$ cat src/rtl/ifetch_pkg.sv
`default_nettype none
// ============================================================================
// ifetch_pkg : shared constants and fetch-queue entry type for ifetch_unit. Rev 1.0
// ============================================================================
package ifetch_pkg;

  localparam int                 FE_XLEN          = 32;
  localparam logic [31:0]        NOP_INSTR        = 32'h0000_0013;
  localparam logic [FE_XLEN-1:0] RESET_PC_DEFAULT = '0;

  typedef struct packed {
    logic [FE_XLEN-1:0] pc;
    logic [31:0]        instr;
  } fetch_entry_t;

endpackage
`default_nettype wire

$ cat src/rtl/fetch_queue.sv
`default_nettype none
// ============================================================================
// fetch_queue : synchronous FIFO of fetch entries with flush. Rev 1.0
// ============================================================================
module fetch_queue
  import ifetch_pkg::*;
#(
  parameter  int DEPTH = 2,
  localparam int AW    = $clog2(DEPTH),
  localparam int CW    = AW + 1
) (
  input  logic          clk,
  input  logic          rst,
  input  logic          push_i,
  input  logic          pop_i,
  input  logic          flush_i,
  input  fetch_entry_t  wdata_i,
  output fetch_entry_t  head_o,
  output logic [CW-1:0] count_o
);

  localparam logic [CW-1:0] c_depth = CW'(DEPTH);

  fetch_entry_t  mem_q [DEPTH];
  logic [AW-1:0] wr_ptr_q, rd_ptr_q;
  logic [CW-1:0] count_q, count_d;
  logic          w_push, w_pop;

  // Guard against caller misuse so count can never overflow or underflow.
  assign w_pop  = pop_i & (count_q != '0);
  assign w_push = push_i & ((count_q < c_depth) | w_pop);

  always_comb begin
    count_d = count_q;
    if (w_push && !w_pop)      count_d = count_q + CW'(1);
    else if (!w_push && w_pop) count_d = count_q - CW'(1);
  end

  always_ff @(posedge clk or posedge rst) begin
    if (rst) begin
      wr_ptr_q <= '0;
      rd_ptr_q <= '0;
      count_q  <= '0;
    end else if (flush_i) begin
      wr_ptr_q <= '0;
      rd_ptr_q <= '0;
      count_q  <= '0;
    end else begin
      if (w_push) wr_ptr_q <= wr_ptr_q + AW'(1);
      if (w_pop)  rd_ptr_q <= rd_ptr_q + AW'(1);
      count_q <= count_d;
    end
  end

  always_ff @(posedge clk) begin
    if (w_push && !flush_i) mem_q[wr_ptr_q] <= wdata_i;
  end

  assign head_o  = mem_q[rd_ptr_q];
  assign count_o = count_q;

endmodule
`default_nettype wire

$ cat src/rtl/ifetch_unit.sv
`default_nettype none
// ============================================================================
// ifetch_unit : PC owner / imem initiator buffering {pc, instr} toward decode. Rev 1.0
// ============================================================================
module ifetch_unit
  import ifetch_pkg::*;
#(
  parameter  int              XLEN     = FE_XLEN,
  parameter  logic [XLEN-1:0] RESET_PC = RESET_PC_DEFAULT,
  parameter  int              QDEPTH   = 2,
  localparam int              CW       = $clog2(QDEPTH) + 1
) (
  input  logic            clk,
  input  logic            rst,
  input  logic            fetch_en,
  output logic [XLEN-1:0] imem_req_addr,
  input  logic [31:0]     imem_rdata,
  input  logic            redirect_valid,
  input  logic [XLEN-1:0] redirect_pc,
  output logic            ifq_valid,
  input  logic            ifq_ready,
  output logic [31:0]     ifq_instr,
  output logic [XLEN-1:0] ifq_pc,
  output logic [CW-1:0]   ifq_count
);

  localparam logic [XLEN-1:0] c_align_mask = {{(XLEN-2){1'b1}}, 2'b00};
  localparam logic [CW-1:0]   c_depth      = CW'(QDEPTH);

  logic [XLEN-1:0] pc_q, pc_d;
  logic            w_pop, w_push, w_space;
  fetch_entry_t    w_wentry, w_head;
  logic [CW-1:0]   w_count;

  // Redirect wins: the head is held (then flushed) even if decode is ready.
  assign w_pop   = ifq_valid & ifq_ready & ~redirect_valid;
  assign w_space = (w_count < c_depth) | w_pop;
  assign w_push  = fetch_en & w_space & ~redirect_valid;

  always_comb begin
    pc_d = pc_q;
    if (redirect_valid) pc_d = redirect_pc & c_align_mask;
    else if (w_push)    pc_d = pc_q + XLEN'(4);
  end

  always_ff @(posedge clk or posedge rst) begin
    if (rst) pc_q <= RESET_PC & c_align_mask;
    else     pc_q <= pc_d;
  end

  assign w_wentry.pc    = pc_q;
  assign w_wentry.instr = imem_rdata;

  fetch_queue #(
    .DEPTH (QDEPTH)
  ) u_fetch_queue (
    .clk     (clk),
    .rst     (rst),
    .push_i  (w_push),
    .pop_i   (w_pop),
    .flush_i (redirect_valid),
    .wdata_i (w_wentry),
    .head_o  (w_head),
    .count_o (w_count)
  );

  assign imem_req_addr = pc_q;
  assign ifq_count     = w_count;
  assign ifq_valid     = (w_count != '0);
  assign ifq_instr     = ifq_valid ? w_head.instr : NOP_INSTR;
  assign ifq_pc        = ifq_valid ? w_head.pc    : '0;

endmodule
`default_nettype wire

$ cat config.mk
export PLATFORM = sky130hd
export DESIGN_NAME = ifetch_unit
export DESIGN_NICKNAME = d
export VERILOG_FILES = /design/src/rtl/ifetch_pkg.sv /design/src/rtl/fetch_queue.sv /design/src/rtl/ifetch_unit.sv
export SDC_FILE = /design/constraint.sdc
export NUM_CORES = 1
export LEC_CHECK = 0
export ABC_CLOCK_PERIOD_IN_PS = 18600
export BUFFER_PORTS_ARGS = -buffer_cell sky130_fd_sc_hd__buf_4
export CAP_MARGIN = 20
export CORE_ASPECT_RATIO = 0.8
export CORE_UTILIZATION = 40
export DETAILED_ROUTE_END_ITERATION = 10
export GPL_ROUTABILITY_DRIVEN = 0
export PLACE_DENSITY = 0.66
export SLEW_MARGIN = 20
export SYNTH_ARGS = -nofsm -noshare
export SYNTH_HDL_FRONTEND = slang
export SYNTH_HIERARCHICAL = 1
export SYNTH_SLANG_ARGS = --single-unit
export TNS_END_PERCENT = 1
$ cat constraint.sdc
create_clock -name clk -period 18.6 [get_ports clk]
set_input_delay 0.93 -clock clk [delete_from_list [all_inputs] [get_ports clk]]
set_output_delay 0.93 -clock clk [all_outputs]
set_load 0.1 [all_outputs]
Word level (Yosys, flattened, before mapping)
Memory sizes are Yosys's and may differ from the RTL's.
Cells that the tools add are included.
Widths: inputs -> output; s select.
Word-level totals
  register bits: 36
  RAM bits: 128
  input bits: 69
  output and inout bits: 99
  logic and storage cells: 44
  memories kept: 1
Memory list
  u_fetch_queue.mem_q: words 2, bits a word 64, rd ports 1, clocked after memory_dff 0, wr ports 1, RTL line fetch_queue.sv:24  | fetch_entry_t mem_q [DEPTH];
Operators by class
  add/subtract/negate cells: 5
  $lt $le $gt $ge: 1
  mux-type cells: 13
  bitwise gates (word level): 9
  reduce and logical (&&, ||, !) cells: 11
Operators by type and width (count)
  $mux 32: 4
  $add 32x3->32 const B: 1
  $reduce_bool 2->1: 4
  $and 1x1->1: 6
  $mux 1: 6
  $mux 2: 3
  $logic_and 1x1->1: 3
  $logic_not 1->1: 3
  $reduce_bool 3->1: 1
  $add 1x1->1 const B: 2
  $add 2x1->2 const B: 1
  $lt 2x2->1 const B: 1
  $or 1x1->1: 2
  $sub 2x1->2 const B: 1
  $not 1->1: 1

Depth between registers and ports, before layout
  depth after elaboration: 12
  gate-level depth with buffers: 7
  depth with buffers taken out: 6

Hierarchy
The synthesis kept the hierarchy.
By module, submodules not included
  fetch_queue: times used 1, cells an instance 224, area an instance 4842.1 sq um, sequential area each 3943.8 sq um
  ifetch_unit: times used 1, cells an instance 270, area an instance 2203.4 sq um, sequential area each 750.7 sq um

Worst setup path before layout
Ideal clock, no wire load.
  path type: flip-flop to flip-flop
  from: reg u_fetch_queue.count_q[1] (netlist: u_fetch_queue/count_o[1])
  to: mem u_fetch_queue/mem_q[1][0] in the netlist's numbering, enable pin
  data arrival time: 6.609 ns
  data required time: 18.021 ns
  slack: 11.412 ns
  stages on the path, launching flop included: 6
  path through: dfrtp_1 or2_2 clkbuf_1 and3b_1 o21ai_0 nor3b_1
On the way
  longest elaborated chain between the ends: 10
  elaborated cells between the ends (all ways): 13
RTL lines
  start: declaration: RTL line fetch_queue.sv:26  | logic [CW-1:0] count_q, count_d;
  start signal: assignment: RTL line fetch_queue.sv:51  | count_q <= count_d;
  $reduce_bool 2->1 *: RTL line ifetch_unit.sv:69  | assign ifq_valid = (w_count != '0);
  $and 1x1->1 * (2 in a row): RTL line ifetch_unit.sv:36  | assign w_pop = ifq_valid & ifq_ready & ~redirect_valid;
  net w_pop: RTL line ifetch_unit.sv:31  | logic w_pop, w_push, w_space;
  $or 1x1->1: RTL line ifetch_unit.sv:37  | assign w_space = (w_count < c_depth) | w_pop;
  $and 1x1->1 (2 in a row): RTL line ifetch_unit.sv:38  | assign w_push = fetch_en & w_space & ~redirect_valid;
  $and 1x1->1 *: RTL line fetch_queue.sv:31  | assign w_push = push_i & ((count_q < c_depth) | w_pop);
  $logic_and 1x1->1 *: RTL line fetch_queue.sv:56  | if (w_push && !flush_i) mem_q[wr_ptr_q] <= wdata_i;
  $mux 1 *: RTL line fetch_queue.sv:56
  $mux 1 (not written as such) *: RTL line fetch_queue.sv:56
  end: declaration: RTL line fetch_queue.sv:24
The timed path passes the listed nets; every way through them passes the cells marked *.

==> impl_metrics.toml <==
[outcome]
status = "finished, final reports clean"

[synthesis]
async_flop_share = 0.210
synth_compound_area_frac = 0.0261
synth_xor_area_frac = 0.0373
synth_top_family_by_area = "simple AND/OR/NAND/NOR gates"
seq_area_frac_synth = 0.666
synth.most_common_cell = "edfxtp_1"
synth_adder_area_share = 0.00178
synth_top_area_frac = 0.546
synth_ff_type = "edfxtp_1"
synthSimpleGateAreaFrac = 0.137
synthMuxAreaShare = 0.109
yosysTopAreaCell = "edfxtp_1"
synthTopCellsByCount = "128 x edfxtp_1, 65 x mux2_2, 61 x and2_1, 41 x nand2_1, 34 x dfrtp_1"
syn-instance-count = 494
synth-seq-cells = 162
synth_edf_count = 128
yosys_warnings = 6
netlist_area_um2 = 7050
avgSynthCellArea_um2 = 14.3
synthTopCellsByArea = "edfxtp_1 55%, dfrtp_1 12%, mux2_2 10%"
ys_types = 40

[critical_path]
cpPeakStageDelay_ps = 790
crit_type = "register to output port"
worstPathArrival_ps = 2620
worst_r2r_startpoint = "u_fetch_queue/count_o[1]"
crit_chain = "buf_4 -> mux2_2 -> nand2b_1 -> buf_4"
critPathMaxFanout = 40
path_buf_inv = 2
crit_family = "buffers and inverters"
cp_common_cell = "buf_4"
crit_slowest_cell = "dfrtp_2"
critical_path_required_ps = 17670
crit_start = "u_fetch_queue/rd_ptr_q"
endpoint_kind = "output port"
start_kind = "register"

[pwr]
pwr-share-clk = 0.364
combPwrFrac = 0.213
swShare = 0.318
seq_power_share = 0.422
irDropWorstVdd_mv = 0.0621
powerDensity_nw_per_um2 = 110
power_switching_w = 0.000318
power_leakage_nw = 3.47
p_int_w = 0.000681

[drt]
wl_per_cell_um = 16.7
antenna_left = 0
drtIter0Drc = 261
drc_errors = 0
drt_wl_total_mm = 15.0
vias = 4361
drt_first_pass_iters = 4
vias_per_cell = 4.85

[final_layout]
fin_util = 0.527
multiInputGateArea_um2 = 2220
drive_above_1_share = 0.417
stdcell_count = 899
seqCellArea_um2 = 4700
area_growth_pct = 29.3
diodes = 0
final_area_um2 = 9110
final_nets = 731
nFillCells = 1454

[place]
io_buffers = 163
dp_hpwl_mm = 9.79
placed_cells_incl_taps = 867
placed_area_um2 = 8490

[clock_network]
post_cts_resized = 0
post-cts-setup-buffers = 0
clock_latency_ps = 420
root_buffer = "clkbuf_16"
cts-hold-fix-buffers = 0
tritoncts = "yes"
cts_buffers = 17
cts.path.max_buffers = 2
cts_num_sinks = 162
clk_pin_slew_ps = 60
h-tree-depth = 4

[timing]
slew_headroom = 0.512
final.period_utilization = 0.191
fmax_mhz = 282
hold_viol = 0
rsz0062_at_grt = "false"
tns_ps = 0
period_minus_slack_ps = 3550
setup_violations = 0
worst_slew_pin_slew_ps = 730
slew_viol_final = 0
skew_ps = 10.1

[hold_path]
hold_path.class = "input port to async pin"

[grt]
gr-usage-all-layers = 0.174
antenna_found_initial = 0
grt_pass1_wl_mm = 23.5
grt_max_degree = 68
grt_pass1_vias = 4383
overflow = 0

[die]
top_level_ports = 168
coreArea_um2 = 17300
initial_utilization = 0.408
rows = 43
die-height_um = 121
die_w_um = 150
die_area_um2 = 18200

[flow_run]
drv_cap = 0
-- layout make-up --
cell class / count / area share
clock buffer: 19 / 0.0475
clock inverter: 13 / 0.0202
inverter: 7 / 0.00288
multi-input combinational: 304 / 0.244
sequential: 162 / 0.515
tap: 225 / 0.0309
timing repair buffer: 169 / 0.139
-- flip-flops by register name, indices dropped and copies added (netlist names) --
register and flops:
u_fetch_queue/count_o 2, u_fetch_queue/rd_ptr_q 1, u_fetch_queue/wr_ptr_q 1, u_fetch_queue/mem_q 128
imem_req_addr 30
-- layer usage --
metal,GRT usage,vias up,wire (µm)
met5,0,-,0
met4,0.0480,0,125
met3,0.0630,10,1320
met2,0.268,146,6830
met1,0.232,2110,6770
li1,-,2095,-
-- cells by family after synthesis --
group                      Yosys count
muxes                               67
other                                1
xor gates and xnor gates            30
adders and majority gates            1
and+or+nand+nor                    164
buffers and inverters               33
AOI/OAI and AO/OA                   36
DFF                                162
-- cells in the final DEF (no fill, tap or decap), types with 2 or more instances in the layout --
cell type / instances
clkbuf_16: 17
xor2_1: 7
nor4_2: 7
and4_1: 3
o21ai_1: 25
mux2_2: 65
nor3_1: 8
clkbuf_1: 2
a21oi_1: 2
clkinvlp_4: 2
edfxtp_1: 128
o21ai_0: 8
nand2_1: 41
nand4_1: 3
bufinv_16: 4
clkinv_2: 2
and3_1: 4
inv_1: 7
nand2b_1: 4
clkinv_4: 3
nor3_2: 2
nand4_2: 2
nor2_1: 9
and2_1: 61
xnor2_1: 23
conb_1: 6
nand3_1: 10
buf_4: 169
dfrtp_1: 33
-- per-stage QoR --
step	total power, W	setup WS, ps	hold WS [ps]
global placement	0.000641	15420	509
global route	0.00103	14890	399
finish	0.000999	15050	399
floorplan	0.000591	11410	530
CTS	0.00101	14960	391
detailed placement	0.000644	15410	539
-- final timing paths --
path / to / slack [ps] / depth (start not counted)
max: ifq_instr[4] / 15050 / 4
min: u_fetch_queue/wr_ptr_q / 400 / 2
max reg2reg: u_fetch_queue/mem_q[1][8] / 15750 / 5
min reg2reg: u_fetch_queue/mem_q[0][53] / 550 / 0
max in group asynchronous: imem_req_addr[24] / 17660 / 3
min in group clk: u_fetch_queue/mem_q[0][53] / 550 / 0
-- power by group through the flow --
stage	clock network [W]	registers [W]	logic (W)
2_1_floorplan	0	0.000475	0.000117
4_1_cts	0.000371	0.000422	0.000215
3_5_place_dp	0	0.000430	0.000215
6_report	0.000364	0.000422	0.000213
5_1_grt	0.000386	0.000424	0.000222
3_3_place_gp	0	0.000428	0.000213
-- worst register-to-register path, stage by stage, from the launching register on --
cell and delay [ps]:
dfrtp_1 510, or2_4 630, and3b_1 390, o21ai_0 200, nor3b_2 250, buf_4 470
(Power assumes the default switching activity.)
